===== config.mk =====
export PLATFORM = sky130hd
export DESIGN_NAME = instruction_fetch
export DESIGN_NICKNAME = d
export VERILOG_FILES = /design/src/rtl/instruction_fetch_pkg.sv /design/src/rtl/instruction_fetch.sv
export SDC_FILE = /design/constraint.sdc
export NUM_CORES = 1
export LEC_CHECK = 0
export BUFFER_PORTS_ARGS = -buffer_cell sky130_fd_sc_hd__buf_4
export CAP_MARGIN = 25
export CORE_AREA = 2 2 122 124
export DETAILED_ROUTE_END_ITERATION = 8
export DIE_AREA = 0 0 124 126
export PLACE_DENSITY_LB_ADDON = 0.1
export SLEW_MARGIN = 20
export SYNTH_ARGS = -nofsm -noshare
export SYNTH_HDL_FRONTEND = slang
export SYNTH_SLANG_ARGS = --single-unit
export TNS_END_PERCENT = 50

===== constraint.sdc =====
create_clock -name clk -period 5.06 [get_ports clk]
set_clock_uncertainty 0.15 [all_clocks]
set_input_delay 1.012 -clock clk [delete_from_list [all_inputs] [get_ports clk]]
set_output_delay 1.012 -clock clk [all_outputs]
set_load 0.03 [all_outputs]

===== src/rtl/instruction_fetch_pkg.sv =====
// Shared types and constants for the instruction fetch stage.
package instruction_fetch_pkg;

    typedef enum logic [1:0] {
        FETCH_REQ,
        FETCH_WAIT,
        FETCH_HOLD
    } fetch_state_t;

    localparam logic [31:0] RESET_PC_DEFAULT = 32'h0000_0000;
    localparam logic [31:0] INSTR_NOP        = 32'h0000_0013;
    localparam logic [31:0] PC_STEP          = 32'd4;

    function automatic logic [31:0] word_align(input logic [31:0] addr);
        return {addr[31:2], 2'b00};
    endfunction

endpackage


===== src/rtl/instruction_fetch.sv =====
// Instruction fetch: owns the PC, issues one word read at a time to instruction memory and
// hands each instruction to decode over valid/ready. Redirects squash the current stream.
module instruction_fetch
    import instruction_fetch_pkg::*;
#(
    parameter logic [31:0] RESET_PC = RESET_PC_DEFAULT,
    parameter int unsigned XLEN     = 32
) (
    input  logic            clk,
    input  logic            reset,
    input  logic            redirect_valid,
    input  logic [XLEN-1:0] redirect_pc,
    output logic            mem_req_valid,
    input  logic            mem_req_ready,
    output logic [XLEN-1:0] mem_req_addr,
    input  logic            mem_rsp_valid,
    input  logic [XLEN-1:0] mem_rsp_data,
    output logic            instr_valid,
    input  logic            instr_ready,
    output logic [XLEN-1:0] instr,
    output logic [XLEN-1:0] instr_pc
);

    fetch_state_t    state_q, state_d;
    logic [XLEN-1:0] pc_q, pc_d;
    logic [XLEN-1:0] instr_q, instr_d;
    logic [XLEN-1:0] instr_pc_q, instr_pc_d;
    logic            drop_q, drop_d;

    always_ff @(posedge clk) begin
        if (!reset) begin
            state_q    <= FETCH_REQ;
            pc_q       <= RESET_PC;
            drop_q     <= 1'b0;
            instr_q    <= INSTR_NOP;
            instr_pc_q <= '0;
        end else begin
            state_q    <= state_d;
            pc_q       <= pc_d;
            drop_q     <= drop_d;
            instr_q    <= instr_d;
            instr_pc_q <= instr_pc_d;
        end
    end

    // Request is masked while reset is held so memory never sees a request during reset.
    always_comb begin
        mem_req_valid = reset && (state_q == FETCH_REQ);
        mem_req_addr  = pc_q;
        instr_valid   = (state_q == FETCH_HOLD);
        instr         = instr_q;
        instr_pc      = instr_pc_q;
    end

    always_comb begin
        state_d    = state_q;
        pc_d       = pc_q;
        drop_d     = drop_q;
        instr_d    = instr_q;
        instr_pc_d = instr_pc_q;

        unique case (state_q)
            FETCH_REQ: begin
                if (mem_req_ready) begin
                    state_d = FETCH_WAIT;
                end
            end
            FETCH_WAIT: begin
                if (mem_rsp_valid) begin
                    drop_d = 1'b0;
                    if (drop_q) begin
                        state_d = FETCH_REQ;
                    end else begin
                        state_d    = FETCH_HOLD;
                        instr_d    = mem_rsp_data;
                        instr_pc_d = pc_q;
                        pc_d       = pc_q + PC_STEP;
                    end
                end
            end
            FETCH_HOLD: begin
                if (instr_ready) begin
                    state_d = FETCH_REQ;
                end
            end
            default: begin
                state_d = FETCH_REQ;
            end
        endcase

        // A request already handed to memory still owes a response; drop_pending swallows it.
        if (redirect_valid) begin
            pc_d       = word_align(redirect_pc);
            state_d    = FETCH_REQ;
            drop_d     = 1'b0;
            instr_d    = instr_q;
            instr_pc_d = instr_pc_q;
            if ((state_q == FETCH_REQ && mem_req_ready) ||
                (state_q == FETCH_WAIT && !mem_rsp_valid)) begin
                state_d = FETCH_WAIT;
                drop_d  = 1'b1;
            end
        end
    end

endmodule


==> flow_metrics.py, run 1 <==
metrics = {
    "placed_design": {
        "pre_cts_ws_ps": 1680,
        "portBuffers": 161,
        "gp_congestion": 0.748,
        "hpwl_mm": 8.62,
    },
    "global_route": {
        "grt_pass1_wl_mm": 19.9,
        "grt_pass1_vias": 3834,
        "overflow": 0,
        "antenna_found_initial": 0,
        "grt.total_usage_pct": 16.3,
        "grt_max_degree": 97,
    },
    "setup_path": {
        "r2r_start": "state_q[0]$_SDFFE_PN0P_",
        "path_delay_family": "buffers and inverters",
        "worstRegToRegCells": 5,
        "crit_chain": "buf_4 > nand2b_1 > nor2_1 > buf_4",
        "slowest_stage": "buf_4",
        "cp.arrival_ps": 2210,
        "cp-start-kind": "primary input",
        "cp.buffers_inverters": 2,
        "critical_path.max_fanout": 96,
        "crit_top_cell": "buf_4",
        "rr_endpoint": "instr_pc[6]$_SDFFE_PN0P_",
        "required_ps": 3900,
        "critPathMaxStageDelay_ps": 640,
        "crit_path_end_kind": "output port",
        "crit_cells": 4,
        "regToRegSetupSlack_ps": 2720,
        "critPathKind": "primary input to output port",
    },
    "route": {
        "via_count": 4079,
        "wire_per_inst_um": 15.2,
        "drt-total-wl_mm": 12.8,
        "drt_iter0_drc": 249,
        "detail-route-antenna-nets": 0,
        "first_pass_iters": 4,
        "avgViaCountPerCell": 4.84,
        "drc": 0,
    },
    "cts": {
        "cts_buffer_depth": 2,
        "cts_sinks": 95,
        "cts_resized": 0,
        "postCtsSetupRepairBufs": 0,
        "ctsHtreeMaxLevel": 3,
        "cts_hold_buf": 0,
        "cts_tree": "done",
        "clock_latency_ps": 350,
        "cts_buffers": 9,
        "clk_pin_slew_worst_paths_ps": 60,
        "cts.root.buffer_cell": "clkbuf_16",
    },
    "finish": {
        "final_layout_size_suffix_gt1_share_pct": 29.0,
        "syn_to_final_growth_pct": 38.1,
        "antenna_cells": 0,
        "nets": 724,
    },
    "yosys": {
        "ys_seq_area_share_pct": 44.9,
        "syn-mean-instance-area_um2": 8.24,
        "syn_area_um2": 4240,
        "synth.distinct_cells": 48,
        "async_reset_ff_share_pct": 0,
        "synth_seq_cells": 95,
        "synth_ff_type": "dfxtp_1",
        "synth_edf_count": 0,
        "yosys_warnings": 0,
        "postSynthCellCount": 514,
    },
    "hold_path": {
        "hold_start": "instr_pc[3]$_SDFFE_PN0P_",
        "holdPathEnd": "instr_pc[3]$_SDFFE_PN0P_",
        "whs_path_depth": 2,
        "min-delay-path-class": "flip-flop to flip-flop",
    },
    "timing": {
        "worstMarginPinSlew_ps": 866,
        "setup_violations": 0,
        "timing.final.crit_period_ps": 3380,
        "rsz0062_at_grt": "no",
        "finalSetupTns_ps": 0,
        "finalHoldViolCount": 0,
        "drv_slew": 0,
        "slew_headroom_pct": 42.3,
        "fin_crit_sh_pct": 66.7,
        "fmax_mhz": 296,
        "fin_ws_ps": 1680,
        "holdWs_ps": 316,
    },
    "pwr": {
        "combinationalPowerShare_pct": 13.6,
        "switching_share_pct": 27.0,
        "power.leakage_nw": 2.31,
        "seqPwrFrac_pct": 46.7,
        "p_int_mw": 1.27,
        "power_mw": 1.74,
        "p_clk_share_pct": 39.6,
        "power_switching_mw": 0.470,
        "ir_drop_v": 0.000150,
        "pwr_density_cell_nw_per_um2": 298,
    },
    "floorplanning": {
        "fp.dieH_um": 126,
        "coreArea_um2": 14300,
        "start_util_pct": 29.6,
        "boundaryPins": 168,
        "die_area_um2": 15600,
        "die_width_um": 124,
        "fp-row-count": 44,
    },
    "flow_run": {
        "max_cap_violations": 0,
    },
    "outcome": {
        "outcome": "completed",
    },
}
## cell families (layout without fill, tap and decap cells)
logic type               after synthesis  in the layout  synth area share [%]
flip-flops                            95             95                  44.9
buffers and inverters                 45            186                  4.58
AND/OR/NAND/NOR                      239            239                  27.9
XOR/XNOR                               8              8                  1.65
other                                  1              4                0.0885
adder cells (fa/ha/maj)                1              1                 0.295
AO/OA/AOI/OAI                        125            125                  20.6
## per-layer routing
metal | up-vias | share of wire, % | routed length, µm | GRT usage (%)
met2 | 118 | 47 | 6020 | 27.1
met1 | 1887 | 45 | 5740 | 20.4
met3 | 6 | 7.3 | 935 | 5.62
li1 | 2068 | - | - | -
met4 | 0 | 0.98 | 126 | 3.70
met5 | - | 0 | 0 | 0
## cell usage in the layout (no fill, tap or decap), types with 3 or more instances in the layout
cell type / synthesis / routed
clkbuf_16: 0 / 9
or3_1: 5 / 5
a211oi_1: 4 / 4
nand2b_1: 7 / 7
xor2_1: 3 / 3
buf_4: 4 / 164
nor2_1: 9 / 8
a311oi_1: 7 / 7
xnor2_1: 5 / 5
and3_1: 4 / 4
o21ai_0: 26 / 26
nor4_1: 8 / 8
conb_1: 1 / 4
o211ai_1: 3 / 3
inv_1: 4 / 4
dfxtp_1: 95 / 95
clkinv_2: 0 / 3
nor2b_1: 6 / 6
a21boi_0: 60 / 60
o211a_1: 4 / 4
nand2_1: 141 / 140
a21oi_1: 8 / 8
nor3_1: 11 / 11
a31oi_1: 7 / 7
nand4_1: 10 / 10
nand3_1: 13 / 13
and4_1: 7 / 7
or4_1: 3 / 3
## synthesized netlist by cell type (5+ instances only)
| cell type | instances | share of area (%) |
|---|---|---|
| nand4_1 | 10 | 1.5 |
| nand2b_1 | 7 | 1.0 |
| nor3_1 | 11 | 1.3 |
| nand2_1 | 141 | 12 |
| and4_1 | 7 | 1.4 |
| a31oi_1 | 7 | 1.0 |
| or3_1 | 5 | 0.74 |
| clkbuf_1 | 32 | 2.8 |
| a21oi_1 | 8 | 0.95 |
| nand3_1 | 13 | 1.5 |
| a311oi_1 | 7 | 1.4 |
| nor2_1 | 9 | 0.80 |
| nor4_1 | 8 | 1.2 |
| dfxtp_1 | 95 | 45 |
| nor2b_1 | 6 | 0.89 |
| xnor2_1 | 5 | 1.0 |
| o21ai_0 | 26 | 3.1 |
| a21boi_0 | 60 | 11 |
## power groups by stage
| stage | combinational (mW) | sequential [mW] | clock (mW) |
|---|---|---|---|
| floorplan | 0.0892 | 0.872 | 0 |
| global placement | 0.238 | 0.830 | 0 |
| detailed placement | 0.240 | 0.832 | 0 |
| CTS | 0.241 | 0.815 | 0.717 |
| global route | 0.259 | 0.820 | 0.744 |
| finish | 0.238 | 0.815 | 0.691 |
## registers in the layout, indices dropped and copies added (netlist names)
| name | flops |
|---|---|
| instr | 32 |
| instr_pc | 30 |
| mem_req_addr | 30 |
| state_q | 2 |
| drop_q | 1 |
## worst max path at each step
stage | startpoint | end | slack (ps)
after floorplan | reset | mem_req_valid | 2420
after global placement | reset | mem_req_valid | 1700
after detailed placement | reset | mem_req_valid | 1680
after CTS | reset | mem_req_valid | 1680
after global routing | reset | mem_req_valid | 1570
final | reset | mem_req_valid | 1680
## per-stage QoR
step                      area [µm²]  instances  util, %
after floorplan                 4250        517        -
after global placement          5540        825     38.7
after detailed placement        5540        825     38.7
after CTS                       5840        841     40.8
after global routing            5850        842     40.9
final                           5850        842     40.9
## layout make-up
class,count,area [µm²]
fill,1521,8460
multi-input combinational,377,2160
sequential,95,1900
timing repair buffer,165,1240
clock buffer,10,239
tap,184,230
clock inverter,6,60.1
inverter,5,18.8
## worst reg2reg max path, delay by kind of cell (launching register included)
kind,cells,cell delay [ps]
buffers and inverters,1,500
DFF,1,460
and+or+nand+nor,3,980
AOI/OAI and AO/OA,1,180
Power figures use the tool's default switching activity.
==> inputs of run 2 (changes only) <==
==> constraint.sdc (replaced) <==
create_clock -name clk -period 3.14 [get_ports clk]
set_clock_uncertainty 0.15 [all_clocks]
set_input_delay 0.628 -clock clk [delete_from_list [all_inputs] [get_ports clk]]
set_output_delay 0.628 -clock clk [all_outputs]
set_load 0.03 [all_outputs]
==> flow_metrics.py, run 2 (synthesis gave the netlist of run 1 again) <==
metrics = {
    "pwr": {
        "ir_drop_v": 0.000288,
        "pwr_density_cell_nw_per_um2": 490,
        "power_mw": 2.89,
        "power.leakage_nw": 2.34,
    },
    "finish": {
        "final_common_cell": "buf_4",
        "fillers": 1485,
        "final_layout_size_suffix_gt1_share_pct": 29.1,
        "antenna_cells": 0,
        "layout.cells.non_filler": 843,
        "fin_util_pct": 41.2,
        "fin_area_um2": 5900,
        "nets": 726,
        "largest_reg_flops": 32,
        "final_cell_mix": "buf_4, nand2_1, dfxtp_1",
        "syn_to_final_growth_pct": 39.2,
    },
    "timing": {
        "holdWs_ps": 314,
        "slew_headroom_pct": 52.7,
        "fin_ws_ps": 790,
        "worstMarginPinSlew_ps": 704,
        "timing.final.crit_period_ps": 2350,
        "fmax_mhz": 425,
        "rsz0062_at_grt": "no",
        "setup_violations": 0,
        "finalHoldViolCount": 0,
        "drv_slew": 0,
        "finalSetupTns_ps": 0,
        "fin_crit_sh_pct": 74.9,
    },
    "setup_path": {
        "cp.arrival_ps": 2420,
        "crit_path_end_kind": "flip-flop",
        "critPathKind": "flip-flop to flip-flop",
        "cp.buffers_inverters": 0,
        "slowest_stage": "or4_1",
        "crit_chain": "nand4bb_4 > or4_1 > nor4b_1 > nor3_1",
        "path_delay_family": "simple AND/OR/NAND/NOR gates",
        "critical_path.max_fanout": 14,
        "cp-start-kind": "flip-flop",
        "required_ps": 3210,
        "critPathMaxStageDelay_ps": 800,
    },
    "floorplanning": {
        "fp.dieH_um": 126,
        "die_area_um2": 15600,
        "coreArea_um2": 14300,
        "start_util_pct": 29.6,
        "fp-row-count": 44,
        "die_width_um": 124,
        "boundaryPins": 168,
    },
    "outcome": {
        "outcome": "completed",
    },
    "cts": {
        "ctsHtreeMaxLevel": 3,
        "cts_tree": "done",
        "cts_sinks": 95,
        "cts_hold_buf": 0,
        "clk_pin_slew_worst_paths_ps": 70,
        "postCtsSetupRepairBufs": 0,
        "cts_buffers": 9,
        "clock_latency_ps": 350,
        "cts.root.buffer_cell": "clkbuf_16",
        "cts_resized": 0,
        "cts_buffer_depth": 2,
    },
    "global_route": {
        "grt_pass1_vias": 4001,
        "overflow": 0,
        "grt_pass1_wl_mm": 20.5,
        "antenna_found_initial": 0,
        "grt_max_degree": 58,
        "grt.total_usage_pct": 16.7,
    },
    "placed_design": {
        "hpwl_mm": 8.85,
        "pre_cts_ws_ps": 598,
        "portBuffers": 161,
        "placed_cell_area_um2": 5580,
        "gp_congestion": 0.763,
        "dp_cells": 828,
    },
    "route": {
        "drt-total-wl_mm": 12.9,
        "detail-route-antenna-nets": 0,
        "first_pass_iters": 5,
        "via_count": 4074,
        "avgViaCountPerCell": 4.83,
        "wire_per_inst_um": 15.3,
        "drt_iter0_drc": 191,
        "drc": 0,
    },
    "hold_path": {
        "min-delay-path-class": "flip-flop to flip-flop",
    },
    "flow_run": {
        "max_cap_violations": 0,
    },
}
==> run 2: area by class of cell <==
class	instances	area, µm²	area share [%]
inverters	5	18.8	0.318
repair buffers	167	1270	21.5
well taps	184	230	3.90
multi-input cells	377	2160	36.7
clock buffers	9	225	3.82
flip-flops and latches	95	1900	32.3
clock inverters	6	92.6	1.57
==> run 2: path summary, 6_finish.rpt <==
path / startpoint / to / slack [ps] / depth (start not counted)
max: state_q[0]$_SDFFE_PN0P_ / mem_req_addr[25]$_SDFFE_PN0P_ / 790 / 4
min: instr[12]$_SDFFE_PN0P_ / instr[12]$_SDFFE_PN0P_ / 310 / 2
max reg2reg: state_q[0]$_SDFFE_PN0P_ / mem_req_addr[25]$_SDFFE_PN0P_ / 790 / 4
min reg2reg: instr[12]$_SDFFE_PN0P_ / instr[12]$_SDFFE_PN0P_ / 310 / 2
==> run 2: report_power, final <==
part	total, mW	internal (mW)	switching [mW]
sequential	1.31	1.25	0.0628
clock	1.19	0.699	0.493
combinational	0.387	0.169	0.218
==> run 2: worst register-to-register path: cells and delay by family, from the launching register on <==
family / cells / cell delay (ps)
simple gates: 4 / 1620
flops: 1 / 460
==> run 2: layer usage <==
layer / wire length [µm] / GRT usage [%]
met1: 6100 / 22.3
met2: 5790 / 26.6
met3: 788 / 3.80
met4: 197 / 5.62
met5: 0 / 0
==> inputs of run 3 (changes only) <==
==> constraint.sdc (replaced) <==
create_clock -name clk -period 2.4 [get_ports clk]
set_clock_uncertainty 0.15 [all_clocks]
set_input_delay 0.48 -clock clk [delete_from_list [all_inputs] [get_ports clk]]
set_output_delay 0.48 -clock clk [all_outputs]
set_load 0.03 [all_outputs]
==> flow_metrics.py, run 3 (synthesis gave the netlist of run 1 again) <==
metrics = {
    "route": {
        "detail-route-antenna-nets": 0,
        "wire_per_inst_um": 15.1,
        "drc": 0,
        "drt_iter0_drc": 187,
        "avgViaCountPerCell": 4.89,
        "via_count": 4208,
        "first_pass_iters": 4,
        "drt-total-wl_mm": 13.0,
    },
    "placed_design": {
        "hpwl_mm": 9.14,
        "dp_cells": 845,
        "gp_congestion": 0.780,
        "pre_cts_ws_ps": 186,
        "portBuffers": 161,
    },
    "finish": {
        "final_common_cell": "buf_4",
        "seqCellArea_um2": 1900,
        "antenna_cells": 0,
        "fillers": 1496,
        "final_cell_mix": "buf_4, nand2_1, dfxtp_1",
        "nets": 743,
        "layout.cells.non_filler": 861,
        "multiInputGateArea_um2": 2160,
        "largest_reg_flops": 32,
        "final_layout_size_suffix_gt1_share_pct": 30.7,
        "fin_util_pct": 42.0,
        "syn_to_final_growth_pct": 41.9,
    },
    "floorplanning": {
        "boundaryPins": 168,
        "die_width_um": 124,
        "fp.dieH_um": 126,
        "coreArea_um2": 14300,
        "die_area_um2": 15600,
        "fp-row-count": 44,
        "start_util_pct": 29.6,
    },
    "timing": {
        "fin_ws_ps": 194,
        "setup_violations": 0,
        "finalHoldViolCount": 0,
        "timing.final.crit_period_ps": 2210,
        "fin_crit_sh_pct": 91.9,
        "fmax_mhz": 453,
        "drv_slew": 0,
        "finalSetupTns_ps": 0,
        "rsz0062_at_grt": "no",
        "holdWs_ps": 200,
    },
    "outcome": {
        "outcome": "completed",
    },
    "pwr": {
        "pwr_density_cell_nw_per_um2": 602,
        "power_switching_mw": 0.983,
        "seqPwrFrac_pct": 47.2,
        "p_clk_share_pct": 37.9,
        "ir_drop_v": 0.000267,
        "p_int_mw": 2.63,
        "switching_share_pct": 27.2,
        "combinationalPowerShare_pct": 14.9,
        "power.leakage_nw": 2.41,
    },
    "setup_path": {
        "critPathMaxStageDelay_ps": 740,
        "critPathKind": "flip-flop to flip-flop",
        "critical_path.max_fanout": 9,
        "cp.arrival_ps": 2320,
        "required_ps": 2510,
        "crit_path_end_kind": "flip-flop",
        "crit_chain": "nand4_1 > or4_1 > or3_1 > a31oi_1",
        "path_delay_family": "simple AND/OR/NAND/NOR gates",
        "slowest_stage": "or4_1",
        "cp-start-kind": "flip-flop",
        "cp.buffers_inverters": 0,
    },
    "global_route": {
        "grt_pass1_vias": 4090,
        "grt.total_usage_pct": 17.1,
        "overflow": 0,
        "grtUsageMet2_pct": 27.5,
        "grt.busiest_layer": "met2",
        "use_met1_pct": 22.7,
        "grt_util_met3_pct": 3.89,
        "antenna_found_initial": 0,
        "grt_pass1_wl_mm": 21.2,
        "grt_max_degree": 60,
    },
    "flow_run": {
        "max_cap_violations": 0,
    },
    "cts": {
        "cts_tree": "done",
        "cts_resized": 0,
        "cts_sinks": 95,
        "cts.root.buffer_cell": "clkbuf_16",
        "cts_buffers": 9,
        "cts_buffer_depth": 2,
        "ctsHtreeMaxLevel": 3,
        "clock_latency_ps": 340,
        "postCtsSetupRepairBufs": 0,
        "cts_hold_buf": 0,
        "clk_pin_slew_worst_paths_ps": 60,
    },
    "hold_path": {
        "min-delay-path-class": "primary input to flip-flop",
    },
}
run 3: power groups by stage:
stage               registers, mW  logic, mW  clock network [mW]
floorplan                    1.84      0.188                   0
finish                       1.71      0.539                1.37
global route                 1.72      0.589                1.47
detailed placement           1.74      0.545                   0
global placement             1.74      0.541                   0
CTS                          1.71      0.547                1.42
run 3: per-stage QoR:
stage | power, mW | instance area (µm²)
after CTS | 3.67 | 6010
after floorplan | 2.03 | 4250
after global routing | 3.78 | 6010
final | 3.62 | 6010
after global placement | 2.28 | 5730
after detailed placement | 2.29 | 5730
run 3: worst paths after layout:
path                                      start                       endpoint  slack, ps  cells after the start
setup / recovery  mem_req_addr[10]$_SDFFE_PN0P_  mem_req_addr[17]$_SDFFE_PN0P_        190                      4
hold / removal                  mem_rsp_data[1]          instr[1]$_SDFFE_PN1P_        200                      3
setup reg to reg  mem_req_addr[10]$_SDFFE_PN0P_  mem_req_addr[17]$_SDFFE_PN0P_        190                      4
hold reg to reg       instr_pc[29]$_SDFFE_PN0P_      instr_pc[29]$_SDFFE_PN0P_        310                      2
run 3: final cells by class:
class	instances	share of cell area [%]
clock buffers	13	4.33
repair buffers	184	23.6
flip-flops and latches	95	31.7
multi-input cells	377	36.0
clock inverters	3	0.292
inverters	5	0.312
well taps	184	3.83
run 3: worst reg2reg max path: cells and delay by family (launching register included):
kind / cells / cell delay, ps
compound gates: 1 / 170
flops: 1 / 450
simple gates: 3 / 1360
run 3: layer usage:
metal  vias up  share of wire [%]  wire [µm]
met1      1978                 46       5930
met3        13                6.4        826
met4         0                1.7        219
li1       2101                  -          -
met2       116                 46       6030
met5         -                  0          0
